==> src/rtl/ahbl_sram_if_gen2.sv <==
// AHB-Lite slave bridging one AHB port to a synchronous single-port SRAM with byte-lane enables.
// Define AHBL_SRAM_ERR_RESP_EN to give oversize or misaligned transfers a two-cycle ERROR response.
module ahbl_sram_if_gen2 #(
  parameter int unsigned DATA_WIDTH = 32,
  parameter int unsigned MEM_AWIDTH = 16,
  parameter int unsigned RD_LATENCY = 1
) (
  input  logic                    HCLK,
  input  logic                    aresetn,
  input  logic                    HSEL,
  input  logic                    HREADYIN,
  input  logic [1:0]              HTRANS,
  input  logic                    HWRITE,
  input  logic [2:0]              HSIZE,
  input  logic [31:0]             HADDR,
  input  logic [DATA_WIDTH-1:0]   HWDATA,
  output logic                    HREADYOUT,
  output logic                    HRESP,
  output logic [DATA_WIDTH-1:0]   HRDATA,
  output logic                    mem_ce,
  output logic                    mem_we,
  output logic [DATA_WIDTH/8-1:0] mem_be,
  output logic [MEM_AWIDTH-1:0]   mem_addr,
  output logic [DATA_WIDTH-1:0]   mem_wdata,
  input  logic [DATA_WIDTH-1:0]   mem_rdata
);
  localparam int unsigned BW   = DATA_WIDTH / 8;
  localparam int unsigned OFFW = $clog2(BW);

`ifdef AHBL_SRAM_ERR_RESP_EN
  typedef enum logic [2:0] {S_IDLE, S_WR, S_RD, S_ERR1, S_ERR2} state_t;
`else
  typedef enum logic [1:0] {S_IDLE, S_WR, S_RD} state_t;
`endif

  state_t                state_q, state_d;
  logic [1:0]            cnt_q, cnt_d;
  logic                  hreadyout_q, hreadyout_d;
  logic                  hresp_q, hresp_d;
  logic                  mem_ce_q, mem_ce_d;
  logic                  mem_we_q, mem_we_d;
  logic [BW-1:0]         mem_be_q, mem_be_d;
  logic [MEM_AWIDTH-1:0] mem_addr_q, mem_addr_d;
  logic [BW-1:0]         be_dec;
  logic [OFFW-1:0]       off;
  logic [2:0]            size_eff;
  logic                  accept;
  logic                  launch;
  logic                  unused_ok;

  assign accept   = HSEL & HREADYIN & HTRANS[1] & hreadyout_q;
  assign off      = HADDR[OFFW-1:0];
  assign size_eff = (HSIZE > 3'(OFFW)) ? 3'(OFFW) : HSIZE;

`ifdef AHBL_SRAM_ERR_RESP_EN
  logic illegal;
  assign illegal = (HSIZE > 3'(OFFW)) | (|(off & ~({OFFW{1'b1}} << HSIZE)));
`endif

  // A lane is enabled when it falls in the same size-aligned block as the
  // byte offset; this also truncates misaligned addresses to the boundary.
  always_comb begin
    be_dec = '0;
    for (int unsigned i = 0; i < BW; i++) begin
      be_dec[i] = ((OFFW'(i) >> size_eff) == (off >> size_eff));
    end
  end

  always_comb begin
    state_d     = state_q;
    cnt_d       = cnt_q;
    hreadyout_d = 1'b1;
    hresp_d     = 1'b0;
    mem_ce_d    = 1'b0;
    mem_we_d    = 1'b0;
    mem_be_d    = '0;
    mem_addr_d  = mem_addr_q;
    launch      = 1'b0;
    unique case (state_q)
      S_RD: begin
        if (cnt_q == 2'(RD_LATENCY)) begin
          launch = 1'b1;
        end else begin
          cnt_d       = cnt_q + 2'd1;
          hreadyout_d = (cnt_d == 2'(RD_LATENCY));
        end
      end
`ifdef AHBL_SRAM_ERR_RESP_EN
      S_ERR1: begin
        state_d = S_ERR2;
        hresp_d = 1'b1;
      end
`endif
      default: launch = 1'b1;
    endcase

    // Every ready cycle doubles as the next address phase.
    if (launch) begin
      state_d = S_IDLE;
      if (accept) begin
`ifdef AHBL_SRAM_ERR_RESP_EN
        if (illegal) begin
          state_d     = S_ERR1;
          hreadyout_d = 1'b0;
          hresp_d     = 1'b1;
        end else
`endif
        begin
          mem_ce_d   = 1'b1;
          mem_addr_d = HADDR[MEM_AWIDTH+OFFW-1:OFFW];
          if (HWRITE) begin
            state_d  = S_WR;
            mem_we_d = 1'b1;
            mem_be_d = be_dec;
          end else begin
            state_d     = S_RD;
            cnt_d       = '0;
            hreadyout_d = 1'b0;
            mem_be_d    = '1;
          end
        end
      end
    end
  end

  always_ff @(posedge HCLK or negedge aresetn) begin
    if (!aresetn) begin
      state_q     <= S_IDLE;
      cnt_q       <= '0;
      hreadyout_q <= 1'b1;
      hresp_q     <= 1'b0;
      mem_ce_q    <= 1'b0;
      mem_we_q    <= 1'b0;
      mem_be_q    <= '0;
      mem_addr_q  <= '0;
    end else begin
      state_q     <= state_d;
      cnt_q       <= cnt_d;
      hreadyout_q <= hreadyout_d;
      hresp_q     <= hresp_d;
      mem_ce_q    <= mem_ce_d;
      mem_we_q    <= mem_we_d;
      mem_be_q    <= mem_be_d;
      mem_addr_q  <= mem_addr_d;
    end
  end

  assign HREADYOUT = hreadyout_q;
  assign HRESP     = hresp_q;
  assign HRDATA    = mem_rdata;
  assign mem_ce    = mem_ce_q;
  assign mem_we    = mem_we_q;
  assign mem_be    = mem_be_q;
  assign mem_addr  = mem_addr_q;
  assign mem_wdata = HWDATA;
  assign unused_ok = ^{HTRANS[0], HADDR};

endmodule

==> config.mk <==
export PLATFORM = sky130hd
export DESIGN_NAME = ahbl_sram_if_gen2
export DESIGN_NICKNAME = d
export VERILOG_FILES = /design/src/rtl/ahbl_sram_if_gen2.sv
export SDC_FILE = /design/constraint.sdc
export NUM_CORES = 1
export LEC_CHECK = 0
export ABC_AREA = 1
export CAP_MARGIN = 25
export CORE_ASPECT_RATIO = 0.6
export CORE_MARGIN = 2
export CORE_UTILIZATION = 30
export DETAILED_ROUTE_END_ITERATION = 10
export HOLD_SLACK_MARGIN = 0.08
export PLACE_DENSITY_LB_ADDON = 0.12
export SLEW_MARGIN = 5
export SYNTH_ARGS = -nofsm -noshare
export SYNTH_HDL_FRONTEND = slang
export SYNTH_SLANG_ARGS = --single-unit
export TNS_END_PERCENT = 30
==> constraint.sdc <==
create_clock -name HCLK -period 2 [get_ports HCLK]
set_clock_uncertainty 0.15 [all_clocks]
set_input_delay 0.3 -clock HCLK [delete_from_list [all_inputs] [get_ports HCLK]]
set_output_delay 0.3 -clock HCLK [all_outputs]
set_load 0.01 [all_outputs]
==> results.md, run 1 <==
- Chip width: 101 um
- Core ar.: 0.00552 mm2
- Antenna Nets Post-Route: 0
- Hold Buf Count CTS: 0
- R2R Setup Slk: 490 ps
- Clk buf depth: 2
- Post-layout nets: 284
- Die Footprint: 0.00629 mm2
- Sequential element share of the synthesized area: 39.9%
- Crit path max fanout: 2
- RSZ-0062 raised after global routing: false
- Pre-antenna DRT Iters: 4
- Max_cap viols: 0
- Global-route wire length before repair: 5890 um
- Initial antenna violation count: 0
- Fmax: 562 MHz
- Min-delay worst type: primary input to asynchronous set/reset pin
- H-tree Lvls: 1
- Syn Nets: 297
- PortBufs: 49
- Post-CTS Resized: 0
- CP cell instances: clkdlybuf4s50_1
- Netlist cell types: 18
- Effective utilization at floorplan: 30.7%
- Worst-path clk slew: 100 ps
- CTS buffer count: 3
- Reg-to-Reg Start: HREADYOUT$_DFF_PN1_
- Clock Tree Root: clkbuf_8
- Cell family with most CP delay: flip-flops
- Vias in the first global route: 1087
- WP data required: 1550 ps
- Die Y: 62.3 um
- Tot Pwr: 1590 uW
- Initial DRC count: 25
- CP Launch Type: register
- Sink Count: 27
- Crit Reg-Reg Endpoint: mem_addr[15]$_DFFE_PN0P_
- RePlAce Congestion: 0.771
- Layout cells sized above 1: 16.4%
- Crit-path max cell delay: 540 ps
- Area grow syn2layout: 5.53%
- WL/cell: 15.6 um
- CP bufs+invs: 1
- ANT cells: 0
- Syn Std Cell Area: 0.00170 mm2
- Status: complete, no violations
- Fin crit period: 1780 ps
- Critical Setup Path Class: register to output port
- Vias: 1100
- Post-Syn Instances: 191
- Arrival @ worst endpoint: 1330 ps
- Final Cycle Share: 88.9%
- Yosys warns: 0
- FF-to-FF path depth: 5
- Seq cells post-synth: 27
- CTS tree: done
- Worst skew pair latency: 270 ps
- Routed WL: 3830 um
- Critical-path top delay cell: dfstp_2
- Nature of the critical path endpoint: output port
- Final setup viols: 0
- Num rows: 21
- Grt ovf: 0
- Slew Limit Fails: 0
- Postcts setup bufs: 0
- Leak: 0.000851 uW
- Via/cell ratio: 4.47
- DP HPWL: 2980 um
- GRT Overall Usage: 12.1%
- Drt drc: 0
- Final hold viol count: 0
- Syn_area_per_cell: 8.88 um2
- Power Density: 889 mW/mm2
- Io pins: 194
- Largest net degree at the start of global routing: 28
- Worst vdd ir: 281 uV
- Final setup TNS: 0 ps
placed cells by master (no fill, tap or decap), drive strengths merged:
cell type and instances:
a21oi 4, clkdlybuf4s50 49, dfrtp 26, nand3 17
o21ai 1, dfstp 1, nand2 49, inv 10
buf 2, nor2 13, clkbuf 4, conb 1
metrics by stage:
step                hold slack (ps)  setup WS (ps)  std cells  cell area (um2)  utilization [%]
floorplan                      -146            592        191             1700                -
global placement                310            262        242             1750             31.6
detailed placement              313            237        242             1750             31.6
CTS                             272            205        246             1790             32.4
global route                    293            169        246             1790             32.4
finish                          267            221        246             1790             32.4
final cells by class:
type                       count  area (um2)
fill                         590        3730
sequential                    27         677
timing repair buffer          51         505
multi-input combinational     85         439
tap                           69        86.3
clock buffer                   4        45.0
inverter                      10        37.5
Yosys cell counts, drive strengths merged:
library cell  number  area share (%)
a21oi              4             1.2
o21ai              1            0.29
inv               10             2.2
dfrtp             26              38
buf               69              32
dfstp              1             1.5
nand2             49              14
nand3             17             5.0
nor2              13             4.9
conb               1            0.22
layer usage:
metal | vias up | GRT usage, % | share of wire (%)
li1 | 490 | - | -
met1 | 495 | 13.6 | 40
met2 | 97 | 17.3 | 41
met3 | 18 | 9.12 | 15
met4 | 0 | 5.07 | 2.8
met5 | - | 0 | 0
worst register-to-register path: stages (launching register included):
cell and delay, ps:
dfstp_2 540, nand2_1 120, nor2_8 240, nand2_8 190, nand2_1 110, nand2_1 50
registers in the layout, indices dropped and copies added (netlist names):
name       flops
state_q        2
mem_we         1
cnt_q          2
mem_be         4
mem_addr      16
mem_ce         1
HREADYOUT      1
how the worst max path moves through the flow:
stage                                   start                        to  slack [ps]  cells after the start
final                     HREADYOUT$_DFF_PN1_                 HREADYOUT         220                      1
after global routing      HREADYOUT$_DFF_PN1_                 HREADYOUT         170                      1
after CTS                 HREADYOUT$_DFF_PN1_                 HREADYOUT         200                      1
after detailed placement            HTRANS[1]  mem_addr[15]$_DFFE_PN0P_         240                      6
after global placement                   HSEL  mem_addr[15]$_DFFE_PN0P_         260                      6
after floorplan           HREADYOUT$_DFF_PN1_   mem_addr[0]$_DFFE_PN0P_         590                      6
logic make-up (layout without fill, tap and decap cells):
group	count (synthesis)	in the layout	share of synthesized area (%)
other	1	1	0.221
buffers and inverters	79	65	34.2
AO/OA/AOI/OAI	5	5	1.47
flip-flops	27	27	39.9
AND/OR/NAND/NOR	79	79	24.2
where the power goes:
part | total (uW) | switching (uW) | internal, uW
Sequential | 740 | 78.0 | 662
Combinational | 539 | 245 | 294
Clock | 312 | 170 | 143
Total | 1590 | 493 | 1100
Note: power is estimated with default switching activity, not from simulation.
==> run 2, diff against run 1 <==
--- a/config.mk
+++ b/config.mk
@@ -6,10 +6,10 @@
 export NUM_CORES = 1
 export LEC_CHECK = 0
 export ABC_AREA = 1
-export CAP_MARGIN = 25
+export CAP_MARGIN = 10
 export CORE_ASPECT_RATIO = 0.6
 export CORE_MARGIN = 2
-export CORE_UTILIZATION = 30
+export CORE_UTILIZATION = 28
 export DETAILED_ROUTE_END_ITERATION = 10
 export HOLD_SLACK_MARGIN = 0.08
 export PLACE_DENSITY_LB_ADDON = 0.12
==> constraint.sdc (replaced) <==
create_clock -name HCLK -period 1.66 [get_ports HCLK]
set_clock_uncertainty 0.15 [all_clocks]
set_input_delay 0.249 -clock HCLK [delete_from_list [all_inputs] [get_ports HCLK]]
set_output_delay 0.249 -clock HCLK [all_outputs]
set_load 0.01 [all_outputs]
==> results.md, run 2 (synthesis gave the netlist of run 1 again) <==
- WL/cell: 14.1 um (was 15.6 um)
- Routed WL: 3630 um (was 3830 um)
- Grt ovf: 0 (unchanged)
- Power Density: 1060 mW/mm2 (was 889 mW/mm2)
- Core ar.: 0.00570 mm2 (was 0.00552 mm2)
- Global-route wire length before repair: 5820 um (was 5890 um)
- CP bufs+invs: 1 (unchanged)
- Arrival @ worst endpoint: 1210 ps (was 1330 ps)
- Nature of the critical path endpoint: output port (unchanged)
- Die Y: 64.3 um (was 62.3 um)
- CP cell instances: clkdlybuf4s50_1 (unchanged)
- Sink Count: 27 (unchanged)
- Net Sw Frac: 31.6% (was 31.0%)
- Initial antenna violation count: 0 (unchanged)
- Antenna Nets Post-Route: 0 (unchanged)
- GRT Overall Usage: 11.0% (was 12.1%)
- Final Cycle Share: 97.0%
- Largest net degree at the start of global routing: 28 (unchanged)
- Via/cell ratio: 4.24 (was 4.47)
- Num rows: 21 (unchanged)
- CTS buffer count: 3 (unchanged)
- Tot Pwr: 1930 uW (was 1590 uW)
- Worst skew pair latency: 280 ps (was 270 ps)
- Post-layout nets: 285 (was 284)
- Placed Area: 0.00177 mm2 (was 0.00175 mm2)
- Logic pwr share: 33.2% (was 33.9%)
- Fin crit period: 1610 ps
- Final setup TNS: 0 ps (unchanged)
- CTS tree: done (unchanged)
- Area grow syn2layout: 7.60% (was 5.53%)
- Clk buf depth: 2 (unchanged)
- Cell Int Power: 1320 uW (was 1100 uW)
- Postcts setup bufs: 0 (unchanged)
- Commonest non-fill, non-tap cell in the layout: clkdlybuf4s50_1 (unchanged)
- Vias in the first global route: 1131 (was 1087)
- Fill cell count: 596 (was 590)
- Clock Tree Root: clkbuf_8 (unchanged)
- Most frequent cells in the layout: clkdlybuf4s50_1, nand2_1, dfrtp_1 (unchanged)
- Leak: 0.000907 uW (was 0.000851 uW)
- Slew Limit Fails: 0 (unchanged)
- ANT cells: 0 (unchanged)
- Vias: 1095 (was 1100)
- Worst vdd ir: 357 uV (was 281 uV)
- Multi-input logic area: 439 um2 (unchanged)
- Effective utilization at floorplan: 29.8% (was 30.7%)
- Fmax: 621 MHz
- Max_cap viols: 0 (unchanged)
- Pre-antenna DRT Iters: 4 (unchanged)
- Setup WS post-layout: 50.2 ps (was 221 ps)
- CP Launch Type: register (unchanged)
- DP HPWL: 2720 um (was 2980 um)
- Flop pwr share: 46.1% (was 46.5%)
- Power share of the clock group: 20.8% (was 19.6%)
- PortBufs: 49 (unchanged)
- Chip width: 104 um (was 101 um)
- Layout cells sized above 1: 17.4% (was 16.4%)
- WP data required: 1260 ps (was 1550 ps)
- Crit-path max cell delay: 540 ps (about the same)
- Switch Pwr: 611 uW (was 493 uW)
- Final instance area: 0.00183 mm2 (was 0.00179 mm2)
- H-tree Lvls: 1 (unchanged)
- RePlAce Congestion: 0.686 (was 0.771)
- Die Footprint: 0.00672 mm2 (was 0.00629 mm2)
- Setup WS pre-CTS: 5.32 ps (was 237 ps)
- Crit path max fanout: 2 (unchanged)
- Status: complete, no violations (unchanged)
- Initial DRC count: 39 (was 25)
- Reg area: 677 um2 (unchanged)
- Io pins: 194 (unchanged)
- Final hold viol count: 0 (unchanged)
- Critical Setup Path Class: register to output port (unchanged)
- Finished Core Util: 32.0% (was 32.4%)
- Drt drc: 0 (unchanged)
- Cell family with most CP delay: buffers and inverters (was flip-flops)
- RSZ-0062 raised after global routing: false (unchanged)
- Final setup viols: 0 (unchanged)
- Worst-path clk slew: 110 ps (was 100 ps)
- Critical-path top delay cell: clkdlybuf4s50_1 (was dfstp_2)
- Min-delay worst type: primary input to asynchronous set/reset pin (unchanged)
- Max reg flops: 16 (unchanged)
[run 2: cell count changes in the layout (fill, tap and decap cells not counted)]
cell             delta
clkbuf_1            -1
buf_4               +1
dlymetal6s2s_1      +4
dlygate4sd2_1       +1
clkdlybuf4s50_1     -5
inv_6               +1
[run 2: final timing paths]
kind	endpoint	cells after the start	slack, ps	start
worst min register to register	mem_addr[8]$_DFFE_PN0P_	2	340	mem_addr[8]$_DFFE_PN0P_
worst max register to register	mem_addr[12]$_DFFE_PN0P_	5	190	HREADYOUT$_DFF_PN1_
worst min-delay path	mem_addr[7]$_DFFE_PN0P_	2	200	aresetn
worst max-delay path	mem_addr[5]	1	50	mem_addr[5]$_DFFE_PN0P_
max in group asynchronous	HREADYOUT$_DFF_PN1_	2	860	aresetn
min in group HCLK	mem_addr[8]$_DFFE_PN0P_	2	340	mem_addr[8]$_DFFE_PN0P_
[run 2: power groups by stage]
stage,Clock [uW],Combinational [uW],Sequential [uW]
2_1_floorplan,0,401,954
6_report,401,640,889
3_3_place_gp,0,651,899
4_1_cts,423,660,893
3_5_place_dp,0,661,904
5_1_grt,451,705,907
[run 2: metrics by stage]
stage / hold WS, ps / cells
floorplan: -197 / 191
CTS: 209 / 258
detailed placement: 316 / 254
finish: 195 / 258
global placement: 308 / 254
global route: 223 / 258
[run 2: layout make-up]
type                            instances  area share (%)
Sequential cell                        27            37.1
Timing Repair Buffer                   52            28.6
Multi-Input combinational cell         85            24.1
Tap cell                               80            5.48
Clock buffer                            3            2.26
Inverter                               10            2.06
Clock inverter                          1           0.480
[run 2: layer usage]
layer / vias up / track usage [%] / part of all wire [%]
met5: - / 0 / 0
met4: 0 / 4.22 / 2.8
li1: 489 / - / -
met3: 22 / 6.53 / 13
met1: 511 / 13.1 / 44
met2: 73 / 16.0 / 40
[run 2: repair_timing]
action	in CTS	in global routing
endpoints found under the hold margin	0	0
hold buffers	0	0
setup endpoints to repair	1	4
resized for setup	1	4
